$ cat config.mk
export PLATFORM = sky130hd
export DESIGN_NAME = encoder_read_arbiter
export DESIGN_NICKNAME = d
export VERILOG_FILES = /design/src/rtl/encoder_read_arbiter.sv
export SDC_FILE = /design/constraint.sdc
export NUM_CORES = 1
export LEC_CHECK = 0
export ABC_AREA = 1
export BUFFER_PORTS_ARGS = -buffer_cell sky130_fd_sc_hd__buf_4
export CORE_MARGIN = 2
export CORE_UTILIZATION = 40
export CTS_CLUSTER_SIZE = 40
export DETAILED_ROUTE_END_ITERATION = 10
export SETUP_SLACK_MARGIN = 0.15
export SLEW_MARGIN = 10
export SYNTH_ARGS = -nofsm -noshare
export SYNTH_HDL_FRONTEND = slang
export SYNTH_SLANG_ARGS = --single-unit
$ cat constraint.sdc
create_clock -name clock -period 2.01 [get_ports clock]
set_input_delay 0.402 -clock clock [delete_from_list [all_inputs] [get_ports clock]]
set_output_delay 0.402 -clock clock [all_outputs]
set_load 0.1 [all_outputs]
$ cat src/rtl/encoder_read_arbiter.sv
// Round-robin arbiter sharing one I2C master among four wheel encoders.
// Each grant runs SETUP -> START -> WAIT (done/NACK/timeout) -> GAP, then re-arbitrates.
module encoder_read_arbiter #(
  parameter logic [15:0] TIMEOUT_CYCLES = 16'd4096,
  parameter logic [7:0]  GAP_CYCLES     = 8'd16
) (
  input  logic        clock,
  input  logic        reset_n,
  input  logic [3:0]  ch_enable,
  input  logic        clear_err,
  input  logic        i2c_busy,
  input  logic        i2c_done,
  input  logic        i2c_error,
  input  logic [11:0] i2c_rd_data,
  output logic [1:0]  i2c_sel,
  output logic        i2c_start,
  output logic [47:0] current_angle,
  output logic [3:0]  rd_done,
  output logic [3:0]  timeout_err,
  output logic [3:0]  nack_err,
  output logic        busy,
  output logic [2:0]  o_dbg_state
);

  // Handshake: i2c_start is a one-cycle launch issued only while i2c_busy is low;
  // the master answers with a one-cycle i2c_done, i2c_error/i2c_rd_data valid alongside it.
  typedef enum logic [2:0] {
    ST_ARB   = 3'd0,
    ST_SETUP = 3'd1,
    ST_START = 3'd2,
    ST_WAIT  = 3'd3,
    ST_GAP   = 3'd4
  } state_t;

  state_t      r_state;
  state_t      w_state_next;
  logic [1:0]  r_last_ch;
  logic [1:0]  r_sel;
  logic [15:0] r_timer;
  logic [7:0]  r_gap;
  logic [47:0] r_angle;
  logic [3:0]  r_rd_done;
  logic [3:0]  r_timeout_err;
  logic [3:0]  r_nack_err;

  logic        w_grant_valid;
  logic [1:0]  w_grant_ch;
  logic [1:0]  w_scan_idx;
  logic [16:0] w_timer_inc;
  logic [8:0]  w_gap_inc;
  logic        w_timeout_hit;
  logic        w_gap_last;
  logic [3:0]  w_sel_onehot;
  logic        w_start;
  logic        w_latch;
  logic [3:0]  w_set_timeout;
  logic [3:0]  w_set_nack;

  // Scan farthest-first so the nearest enabled channel after r_last_ch wins.
  always_comb begin
    w_grant_valid = 1'b0;
    w_grant_ch    = r_last_ch;
    w_scan_idx    = r_last_ch;
    for (int k = 4; k >= 1; k--) begin
      w_scan_idx = r_last_ch + 2'(k);
      if (ch_enable[w_scan_idx]) begin
        w_grant_valid = 1'b1;
        w_grant_ch    = w_scan_idx;
      end
    end
  end

  assign w_timer_inc   = {1'b0, r_timer} + 17'd1;
  assign w_gap_inc     = {1'b0, r_gap} + 9'd1;
  assign w_timeout_hit = (w_timer_inc >= {1'b0, TIMEOUT_CYCLES});
  assign w_gap_last    = (w_gap_inc >= {1'b0, GAP_CYCLES});
  assign w_sel_onehot  = 4'b0001 << r_sel;

  always_comb begin
    w_state_next  = r_state;
    w_start       = 1'b0;
    w_latch       = 1'b0;
    w_set_timeout = 4'b0000;
    w_set_nack    = 4'b0000;
    case (r_state)
      ST_ARB:   if (w_grant_valid) w_state_next = ST_SETUP;
      ST_SETUP: w_state_next = ST_START;
      ST_START: begin
        if (!i2c_busy) begin
          w_start      = 1'b1;
          w_state_next = ST_WAIT;
        end
      end
      ST_WAIT: begin
        // A done arriving on the final timer cycle takes precedence over the timeout.
        if (i2c_done) begin
          if (i2c_error) w_set_nack = w_sel_onehot;
          else           w_latch    = 1'b1;
          w_state_next = ST_GAP;
        end else if (w_timeout_hit) begin
          w_set_timeout = w_sel_onehot;
          w_state_next  = ST_GAP;
        end
      end
      ST_GAP:   if (w_gap_last) w_state_next = ST_ARB;
      default:  w_state_next = ST_ARB;
    endcase
  end

  always_ff @(posedge clock or negedge reset_n) begin
    if (!reset_n) begin
      r_state       <= ST_ARB;
      r_last_ch     <= 2'd3;
      r_sel         <= 2'd0;
      r_timer       <= 16'd0;
      r_gap         <= 8'd0;
      r_angle       <= 48'd0;
      r_rd_done     <= 4'b0000;
      r_timeout_err <= 4'b0000;
      r_nack_err    <= 4'b0000;
    end else begin
      r_state <= w_state_next;
      if (r_state == ST_ARB && w_grant_valid) begin
        r_sel     <= w_grant_ch;
        r_last_ch <= w_grant_ch;
      end
      if (w_start) begin
        r_timer <= 16'd0;
      end else if (r_state == ST_WAIT && r_timer != 16'hFFFF) begin
        r_timer <= r_timer + 16'd1;
      end
      if (r_state != ST_GAP) begin
        r_gap <= 8'd0;
      end else if (r_gap != 8'hFF) begin
        r_gap <= r_gap + 8'd1;
      end
      for (int n = 0; n < 4; n++) begin
        if (w_latch && r_sel == 2'(n)) r_angle[12*n +: 12] <= i2c_rd_data;
      end
      r_rd_done     <= w_latch ? w_sel_onehot : 4'b0000;
      r_timeout_err <= (r_timeout_err & ~{4{clear_err}}) | w_set_timeout;
      r_nack_err    <= (r_nack_err & ~{4{clear_err}}) | w_set_nack;
    end
  end

  assign i2c_sel       = r_sel;
  assign i2c_start     = w_start;
  assign current_angle = r_angle;
  assign rd_done       = r_rd_done;
  assign timeout_err   = r_timeout_err;
  assign nack_err      = r_nack_err;
  assign busy          = (r_state != ST_ARB);
  assign o_dbg_state   = r_state;

endmodule

### After elaboration in Yosys (flattened, before gate mapping)

Index checks and enable logic that the tools add are counted.

* eq/ne operators: 14
* shift-type cells: 1
* order comparisons: 6
* reductions and logical operators: 12
* $add $sub $neg: 7
* muxes and demuxes: 37
* bitwise operators: 5

Operator list (number)
* 2-to-1 mux 16 bit: 2
* 2-to-1 mux 4 bit: 7
* adder 16 x 1 -> 17 bit (second input constant): 1
* >= comparator 17 x 13 -> 1 bit (second input constant): 1
* adder 16 x 1 -> 16 bit (second input constant): 1
* 2-to-1 mux 8 bit: 2
* inequality test 16 bit (second input constant): 1
* 2-to-1 mux 3 bit: 5
* one-hot mux 3 bit (5 select lines): 1
* 2-to-1 mux 1 bit: 13
* less-than comparator 2 x 3 -> 1 bit (second input constant): 4
* adder 8 x 1 -> 9 bit (second input constant): 1
* >= comparator 9 x 5 -> 1 bit (second input constant): 1
* adder 8 x 1 -> 8 bit (second input constant): 1
* bitwise AND 4 bit: 2
* binary-select mux 1 bit (select 2 bit): 4
* inequality test 8 bit (second input constant): 1
* bitwise OR 4 bit: 2
* == test 3 x 2 -> 1 bit (second input constant): 2
* logical AND 1 bit: 6
* 2-to-1 mux 2 bit: 3
* inequality test 2 bit (second input constant): 3
* inequality test 3 bit (second input constant): 2
* adder 2 bit (second input constant): 2
* other kinds (12): 14

* flip-flop bits (word level): 91
* output and inout bits: 67
* word-level logic and storage cells: 94

### Depth between registers and ports, before layout

Gate-level depths: netlist of run 1.

* depth after elaboration: 8
* mapped depth: 13

### Worst setup path before layout of run 1

Ideal clock, no wire load.

* path kind: register to register
* start: register r_state[2] (netlist: o_dbg_state[2])
* end: register r_timer[8]
* cell stages (with the launch flop): 8
* setup slack: -800 ps
* period minus slack after synthesis: 2810 ps
* required time: 1891 ps
* arrival time: 2692 ps
* cell sequence: dfrtp_1 nor2_1 nand2_1 nor2_2 inv_2 o21ai_1 o21ai_0 o21a_1

* cells in the longest elaborated chain, start to end: 3

RTL lines
* start, declared: RTL line 35 `state_t r_state;`
* start signal, assigned: RTL line 122 `r_state <= w_state_next;`
* == test 3 x 2 -> 1 bit (*): RTL line 85 `case (r_state)`
* 2-to-1 mux 1 bit (*): RTL line 85
* net i2c_start: RTL line 16 `output logic i2c_start,`
* 2-to-1 mux 16 bit or nonzero test 2 bit (tied branches)
* end signal, assigned: RTL line 130 `r_timer <= r_timer + 16'd1;`
* end, declared: RTL line 39 `logic [15:0] r_timer;`

Mark *: on every way through the listed nets, which the timed path passes. The rest lies on a longest branch.
A chain may end at the register's enable or synchronous reset.

### Worst setup path in the final report of run 1

* start: register r_state[0] (netlist: o_dbg_state[0])
* end: output port i2c_start

* cells in the longest elaborated chain, start to end: 2

RTL lines (RTL line)
* == test 3 x 2 -> 1 bit: 85
* 2-to-1 mux 1 bit: 85
* end, declared: 16

No other way between the ends.

==> results of run 1 <==
state kept, by name, indices dropped and copies added, names as in the netlist:
register,flops
r_last_ch,2
rd_done,4
timeout_err,4
r_gap,8
r_timer,16
i2c_sel,2
o_dbg_state,3
nack_err,4
current_angle,48
tightest hold or removal path, cell delays in order:
cell	delay, ns
buf_4	0.08
inv_1	0.06
o21ai_1	0.12
cell type report:
cell class	count	area, um2
clock buffer	10	128
fill	980	4860
clock inverter	6	48.8
multi-input combinational	328	1660
sequential	91	2290
inverter	58	220
tap	136	170
timing repair buffer	103	808
cells by family after synthesis:
kind of cell | synth area share (%)
buffers and inverters | 6.45
AOI/OAI and AO/OA | 13.5
adders and majority gates | 0.603
xor gates and xnor gates | 0.211
and+or+nand+nor | 24.3
DFF | 54.9
per-layer routing:
layer	up-vias	GRT usage [%]
li1	1772	-
met1	1650	26.1
met2	68	28.5
met3	4	6.49
met4	0	3.48
met5	-	0
cells in the final DEF (no fill, tap or decap), drive strengths merged:
master	n
o21bai	2
ha	2
clkinv	2
o31ai	1
clkinvlp	2
buf	102
nand3	26
a21oi	11
dlygate4sd3	1
nand2	149
dfstp	2
a21boi	1
clkbuf	10
a2bb2oi	1
o21ai	64
nor2	43
nor3	1
nor3b	1
nand3b	2
inv	60
nand4	5
a31oi	2
dfrtp	89
xor2	1
o21a	14
o211ai	2
repair_timing:
item                                    4_1_cts  5_1_grt
pin swaps                                     3        5
resized for setup                             7        9
buffers inserted                              4        5
hold buffers                                  1        0
gates cloned                                  0        1
endpoints found under the hold margin        22        0
endpoints found under the setup margin        2       19
path summary, 6_finish.rpt:
check	to	depth (start not counted)
max in group asynchronous	current_angle[27]	3
worst min-delay path	current_angle[2]	3
min in group asynchronous	nack_err[2]	2
worst min register to register	timeout_err[2]	2
worst max register to register	current_angle[13]	7
worst max-delay path	i2c_start	4
through the flow:
step / hold WS [ns] / worst slack [ns] / cell area [um2] / util [%] / cells
after floorplan: 0.106 / 0.0375 / 4180 / - / 485
after global placement: 0.337 / 0.261 / 5010 / 49.2 / 705
after detailed placement: 0.341 / 0.217 / 5010 / 49.2 / 705
after CTS: 0.329 / 0.150 / 5250 / 51.6 / 726
after global routing: 0.333 / 0.136 / 5330 / 52.3 / 732
final: 0.342 / 0.206 / 5330 / 52.3 / 732
==> results.json, run 1 <==
{
  "status": "finished clean",
  "synthDistinctLibCells": 35,
  "drc": 0,
  "fin_skew_ns": 0.0126,
  "ff2ff_setup_slack_ns": 0.25,
  "clk_pin_slew_ns": 0.10,
  "setup_viol": 0,
  "fp-row-count": 37,
  "start_util_pct": 40.7,
  "critPathBufInv": 1,
  "grt_pass1_wl_um": 16800,
  "die_y_um": 106,
  "firstDrtPassIters": 4,
  "dp_hpwl_um": 7290,
  "avgSynthCellArea_um2": 8.56,
  "clkSinkCount": 91,
  "critPathTopFamily": "flip-flops",
  "critPathCaptureType": "primary output",
  "antennaDiodeCount": 0,
  "synth_cells": 485,
  "maxCapViolations": 0,
  "layout.nets": 615,
  "ys.flop_type": "dfrtp_1",
  "grt_overflow": 0,
  "postRouteAntennaNets": 0,
  "synth-edff-count": 0,
  "dieArea_um2": 11200,
  "max-clock-path-buffers": 2,
  "start_kind": "flop",
  "wl_met2_um": 4740,
  "routed.top_layer": "met4",
  "wl_met3_um": 559,
  "yosysTopAreaCellShare_pct": 53.7,
  "synth_area_um2": 4150,
  "r2r_start": "o_dbg_state[2]",
  "drv_slew": 0,
  "synthTopCellsByArea": "dfrtp_1 54%, nand2_1 13%, o21ai_1 5.7%, inv_1 4.2%, nand3_1 2.9%",
  "synth-async-reset-ratio_pct": 100,
  "grt_max_degree": 42,
  "post-route-period-util_pct": 89.7,
  "yosys.area.top_type": "dfrtp_1",
  "syn_nets": 509,
  "hp-class": "in -> reg",
  "wl_per_cell_um": 13.7,
  "grt_setup_unrepaired": "true",
  "cts_root_buf": "clkbuf_8",
  "required_ns": 1.61,
  "cts_tree": "done",
  "wirelength_um": 10000,
  "criticalPathCategory": "reg -> out",
  "antenna_found_initial": 0,
  "core_area_um2": 10200,
  "worst-path-max-fanout": 4,
  "port_buffers": 88,
  "drtIter0Drc": 254,
  "cp_common_cell": "nor2_4",
  "ys_warn_count": 0,
  "worstHoldStart": "i2c_rd_data[2]",
  "area.growth.synth_to_final_pct": 28.3,
  "wl_met1_um": 4690,
  "seq_area_frac_synth_pct": 54.9,
  "numCtsBuffers": 9,
  "yosysMostFrequentCell": "nand2_1",
  "cp_cell_sequence": "nor2_4, nand2_2, nor2_4, buf_8",
  "h-tree-depth": 3,
  "cpMaxStageDelayCell": "dfrtp_4",
  "cp_slowest_stage_delay_ns": 0.51,
  "drive_gt1_share_pct": 27.9,
  "relSlewSlack_pct": 73.7,
  "avgViaCountPerCell": 4.77,
  "boundaryPins": 89,
  "grt_pass1_vias": 3424,
  "vias": 3494,
  "grt_usage_pct": 18.7,
  "synthTopCellsByCount": "146 x nand2_1, 89 x dfrtp_1, 47 x o21ai_1, 46 x inv_1, 32 x nor2_1",
  "ys_ff_latch": 91,
  "worst_pin_slew_ns": 0.394,
  "arrival_ns": 1.40,
  "cp-startpoint": "o_dbg_state[0]",
  "dieWidth_um": 106,
  "fin_setup_tns_ns": 0,
  "period_minus_slack_ns": 1.80,
  "clk_latency_ns": 0.36,
  "gp_congestion": 0.840,
  "hold_viol": 0,
  "clock.fmax_mhz": 554
}
Power of run 1 is not shown: default switching activity piles up to over one toggle a cycle in this logic, so the estimate is an artifact.
==> run 2, diff against run 1 <==
--- a/config.mk
+++ b/config.mk
@@ -11,7 +11,7 @@
 export CORE_UTILIZATION = 40
 export CTS_CLUSTER_SIZE = 40
 export DETAILED_ROUTE_END_ITERATION = 10
-export SETUP_SLACK_MARGIN = 0.15
+export SETUP_SLACK_MARGIN = 0.4
 export SLEW_MARGIN = 10
 export SYNTH_ARGS = -nofsm -noshare
 export SYNTH_HDL_FRONTEND = slang
==> run 2 against run 1 <==
Cell area rose by 14%. Flip-flop and latch count did not move. Critical path type unchanged. Clock-buffer cell count did not move. Sequential share of layout area fell by 5.4 points. Worst hold slack got worse by 0.33 ns. Cell count rose by 4.8%. Wire length rose by 13%.
==> results.json, run 2 (synthesis results as in run 1) <==
{
  "postRouteAntennaNets": 0,
  "gp_congestion": 0.834,
  "clkSinkCount": 91,
  "post-route-period-util_pct": 89.6,
  "antennaDiodeCount": 0,
  "clock.fmax_mhz": 555,
  "dieArea_um2": 11200,
  "required_ns": 1.61,
  "hold_viol": 0,
  "worst-path-max-fanout": 3,
  "port_buffers": 88,
  "layout.nets": 650,
  "setup_viol": 0,
  "drive_gt1_share_pct": 42.3,
  "start_kind": "flop",
  "worst_pin_slew_ns": 0.563,
  "fp-row-count": 37,
  "critPathTopFamily": "flip-flops",
  "cts_tree": "done",
  "avgViaCountPerCell": 4.92,
  "critPathCaptureType": "primary output",
  "multi_input_comb_area_um2": 1990,
  "final_common_cell": "buf_4",
  "grt_setup_unrepaired": "true",
  "grt_usage_pct": 18.7,
  "clk_latency_ns": 0.36,
  "vias": 3772,
  "arrival_ns": 1.40,
  "status": "finished clean",
  "drtIter0Drc": 264,
  "dp_hpwl_um": 7370,
  "criticalPathCategory": "reg -> out",
  "area.growth.synth_to_final_pct": 46.9,
  "regArea_um2": 2290,
  "fin_setup_tns_ns": 0,
  "r2r_start": "r_timer[0]",
  "r2r-end": "o_dbg_state[0]",
  "fin_skew_ns": 0.0121,
  "grt_pass1_wl_um": 16600,
  "drc": 0,
  "wl_per_cell_um": 14.7,
  "cp_cell_sequence": "nor2_4, nand2_2, nor2_4, buf_12",
  "boundaryPins": 89,
  "core_area_um2": 10200,
  "relSlewSlack_pct": 62.4,
  "h-tree-depth": 3,
  "die_y_um": 106,
  "wirelength_um": 11300,
  "firstDrtPassIters": 5,
  "grt_overflow": 0,
  "hp-class": "in -> async",
  "ff2ff_setup_slack_ns": 0.26,
  "grt_pass1_vias": 3538,
  "maxCapViolations": 0,
  "reg2regPathDepth": 11,
  "critPathBufInv": 1,
  "dieWidth_um": 106,
  "nFillCells": 880,
  "cp_slowest_stage_delay_ns": 0.50,
  "grt_max_degree": 41,
  "drv_slew": 0,
  "cts_root_buf": "clkbuf_8",
  "cpMaxStageDelayCell": "dfrtp_4",
  "antenna_found_initial": 0,
  "mostFrequentLayoutCells": "121 x buf_4, 119 x nand2_1, 85 x dfrtp_1, 45 x o21ai_1, 43 x inv_1",
  "numCtsBuffers": 9,
  "period_minus_slack_ns": 1.80,
  "start_util_pct": 40.7,
  "max-clock-path-buffers": 2,
  "ctsHoldBuffers": 0,
  "largest_reg_flops": 48,
  "cp_common_cell": "nor2_4",
  "clk_pin_slew_ns": 0.10
}
## run 2: what timing repair did
action / CTS / global route
pin swaps: 13 / 45
gates cloned: 0 / 2
setup buffers: 20 / 24
setup endpoints to repair: 35 / 81
resized for setup: 27 / 110
## run 2: area by class of cell
| class | instances | area share, % |
|---|---|---|
| clock buffers | 10 | 2.26 |
| repair buffers | 139 | 19.7 |
| multi-input cells | 327 | 32.6 |
| inverters | 58 | 3.94 |
| flip-flops and latches | 91 | 37.6 |
| well taps | 136 | 2.79 |
| clock inverters | 6 | 1.15 |
## run 2: worst max path at each step
stage	from	endpoint	slack [ns]	depth (start not counted)
final	o_dbg_state[0]	i2c_start	0.21	4
after global routing	o_dbg_state[0]	i2c_start	0.15	4
after CTS	o_dbg_state[2]	busy	0.19	5
after detailed placement	r_timer[0]	r_timer[8]	0.22	9
after global placement	r_gap[0]	o_dbg_state[2]	0.28	10
after floorplan	o_dbg_state[0]	i2c_sel[0]	0.04	7
## run 2: through the flow
stage	instance area, um2	hold slack (ns)	instances	worst slack, ns	utilization (%)
2_1_floorplan	4190	0.106	485	0.0391	-
3_3_place_gp	5020	0.424	705	0.278	49.3
3_5_place_dp	5020	0.425	705	0.222	49.3
4_1_cts	5490	0.0219	741	0.188	53.9
5_1_grt	6100	0.0330	767	0.146	59.9
6_report	6100	0.0164	767	0.208	59.9
## run 2: metal layers
metal / share of wire (%) / up-vias / track usage (%)
met1: 43 / 1834 / 23.8
met4: 1.5 / 0 / 7.14
met3: 5.2 / 17 / 6.18
met5: 0 / - / 0
met2: 50 / 78 / 29.8
li1: - / 1843 / -
Power of run 2 is left out for the same reason.
==> run 3, diff against run 2 <==
--- a/config.mk
+++ b/config.mk
@@ -8,9 +8,10 @@
 export ABC_AREA = 1
 export BUFFER_PORTS_ARGS = -buffer_cell sky130_fd_sc_hd__buf_4
 export CORE_MARGIN = 2
-export CORE_UTILIZATION = 40
+export CORE_UTILIZATION = 54
 export CTS_CLUSTER_SIZE = 40
 export DETAILED_ROUTE_END_ITERATION = 10
+export PLACE_DENSITY = 0.79
 export SETUP_SLACK_MARGIN = 0.4
 export SLEW_MARGIN = 10
 export SYNTH_ARGS = -nofsm -noshare
==> run 3 against run 2 <==
Die area down 25%. Register-to-register slack worse by 0.15 ns. Setup slack got worse by 0.094 ns. Largest cell class unchanged. Critical path type is now reg -> reg. Highest routed layer unchanged. Wire length rose by 26%.
==> results.json, run 3 (synthesis results as in run 1) <==
{
  "status": "finished clean",
  "placed_cell_area_um2": 4960,
  "h-tree-depth": 3,
  "r2r-end": "r_timer[8]",
  "numCtsBuffers": 9,
  "drc": 0,
  "critPathTopFamily": "buffers and inverters",
  "clk_latency_ns": 0.37,
  "grt_usage_pct": 25.7,
  "pre_cts_ws_ns": 0.213,
  "wirelength_um": 14200,
  "layout.nets": 655,
  "r2r_start": "o_dbg_state[2]",
  "mostFrequentLayoutCells": "119 x nand2_1, 116 x buf_4, 84 x dfrtp_1, 44 x inv_1, 43 x o21ai_1",
  "area.growth.synth_to_final_pct": 45.9,
  "grt_overflow": 0,
  "vias": 4274,
  "required_ns": 2.26,
  "gp_congestion": 0.888,
  "dp_hpwl_um": 7130,
  "start_kind": "flop",
  "boundaryPins": 89,
  "clock.fmax_mhz": 527,
  "fp-row-count": 31,
  "cts_tree": "done",
  "avgViaCountPerCell": 5.81,
  "drv_slew": 0,
  "setup_viol": 0,
  "cts_root_buf": "clkbuf_8",
  "worst_pin_slew_ns": 0.371,
  "clkSinkCount": 91,
  "firstDrtPassIters": 6,
  "postRouteAntennaNets": 0,
  "die_y_um": 91.7,
  "drive_gt1_share_pct": 42.0,
  "reg2regPathDepth": 9,
  "dieWidth_um": 91.7,
  "ff2ff_setup_slack_ns": 0.11,
  "clk_pin_slew_ns": 0.10,
  "grt_max_degree": 55,
  "cp_cell_sequence": "buf_4, nor2_4, buf_6, buf_6, o21ai_4, buf_4, o21ai_4, o21ai_2, o21a_1",
  "largest_reg_flops": 48,
  "cpMaxStageDelayCell": "dfrtp_4",
  "core_area_um2": 7330,
  "worst-path-max-fanout": 4,
  "dieArea_um2": 8400,
  "critPathCaptureType": "flop",
  "fin_skew_ns": 0.00647,
  "antenna_found_initial": 0,
  "hold_viol": 0,
  "relSlewSlack_pct": 75.2,
  "hp-class": "in -> reg",
  "start_util_pct": 56.6,
  "final_common_cell": "nand2_1",
  "min_to": "current_angle[0]",
  "maxCapViolations": 0,
  "wl_per_cell_um": 19.3,
  "fin_ws_ns": 0.114,
  "max-clock-path-buffers": 2,
  "antennaDiodeCount": 0,
  "post-route-period-util_pct": 94.3,
  "dpl.cell_count": 666,
  "fin_setup_tns_ns": 0,
  "fin_cells": 735,
  "grt_pass1_wl_um": 17100,
  "nFillCells": 387,
  "grt_setup_unrepaired": "true",
  "criticalPathCategory": "reg -> reg",
  "cp_slowest_stage_delay_ns": 0.50,
  "grt_pass1_vias": 3587,
  "period_minus_slack_ns": 1.90,
  "worstHoldStart": "i2c_rd_data[0]",
  "critPathBufInv": 4,
  "drtIter0Drc": 483,
  "holdPathStages": 3,
  "arrival_ns": 2.15,
  "port_buffers": 88,
  "design_area_um2": 6050
}
-- run 3: what timing repair did --
action	in CTS	in global routing
gates cloned	1	3
endpoints found under the hold margin	12	0
setup buffers	20	28
endpoints found under the setup margin	39	79
pin swaps	9	34
hold buffers	1	0
gates resized for setup	31	109
-- run 3: area by class of cell --
type                    instances  area [um2]  share of cell area (%)
repair buffers                140        1190                    19.7
clock buffers                   9         124                    2.05
repair inverters                2        12.5                   0.207
inverters                      58         240                    3.97
flip-flops and latches         91        2290                    37.9
clock inverters                 7        82.6                    1.36
well taps                      99         124                    2.05
multi-input cells             329        1990                    32.8
-- run 3: how the worst max path moves through the flow --
stage                             end            from  slack, ns  depth (start not counted)
final                      r_timer[8]  o_dbg_state[2]       0.11                          9
after floorplan            i2c_sel[0]  o_dbg_state[0]       0.04                          7
after detailed placement   r_timer[8]      r_timer[0]       0.21                          9
after global placement     r_timer[8]      r_timer[0]       0.31                          9
after global routing      r_timer[10]      r_timer[6]       0.03                          7
after CTS                   i2c_start  o_dbg_state[2]       0.19                          4
-- run 3: layer usage --
layer	global-route usage, %	vias to the layer above	share of wire [%]
met3	5.42	95	8.7
met2	39.6	301	48
met5	0	-	0
li1	-	1866	-
met1	35.4	2012	37
met4	11.1	0	6.6
-- run 3: through the flow --
step | util [%] | hold slack, ns
floorplan | - | 0.106
global route | 82.6 | 0.346
finish | 82.6 | 0.333
global placement | 67.6 | 0.275
detailed placement | 67.6 | 0.278
CTS | 74.4 | 0.327
-- run 3: worst reg2reg max path: cells and delay by family, from the launching register on --
kind | cells | cell delay, ns
flip-flops | 1 | 0.50
AND/OR/NAND/NOR | 1 | 0.19
AO/OA/AOI/OAI | 4 | 0.50
buffers and inverters | 4 | 0.59
Power of run 3 is left out for the same reason.
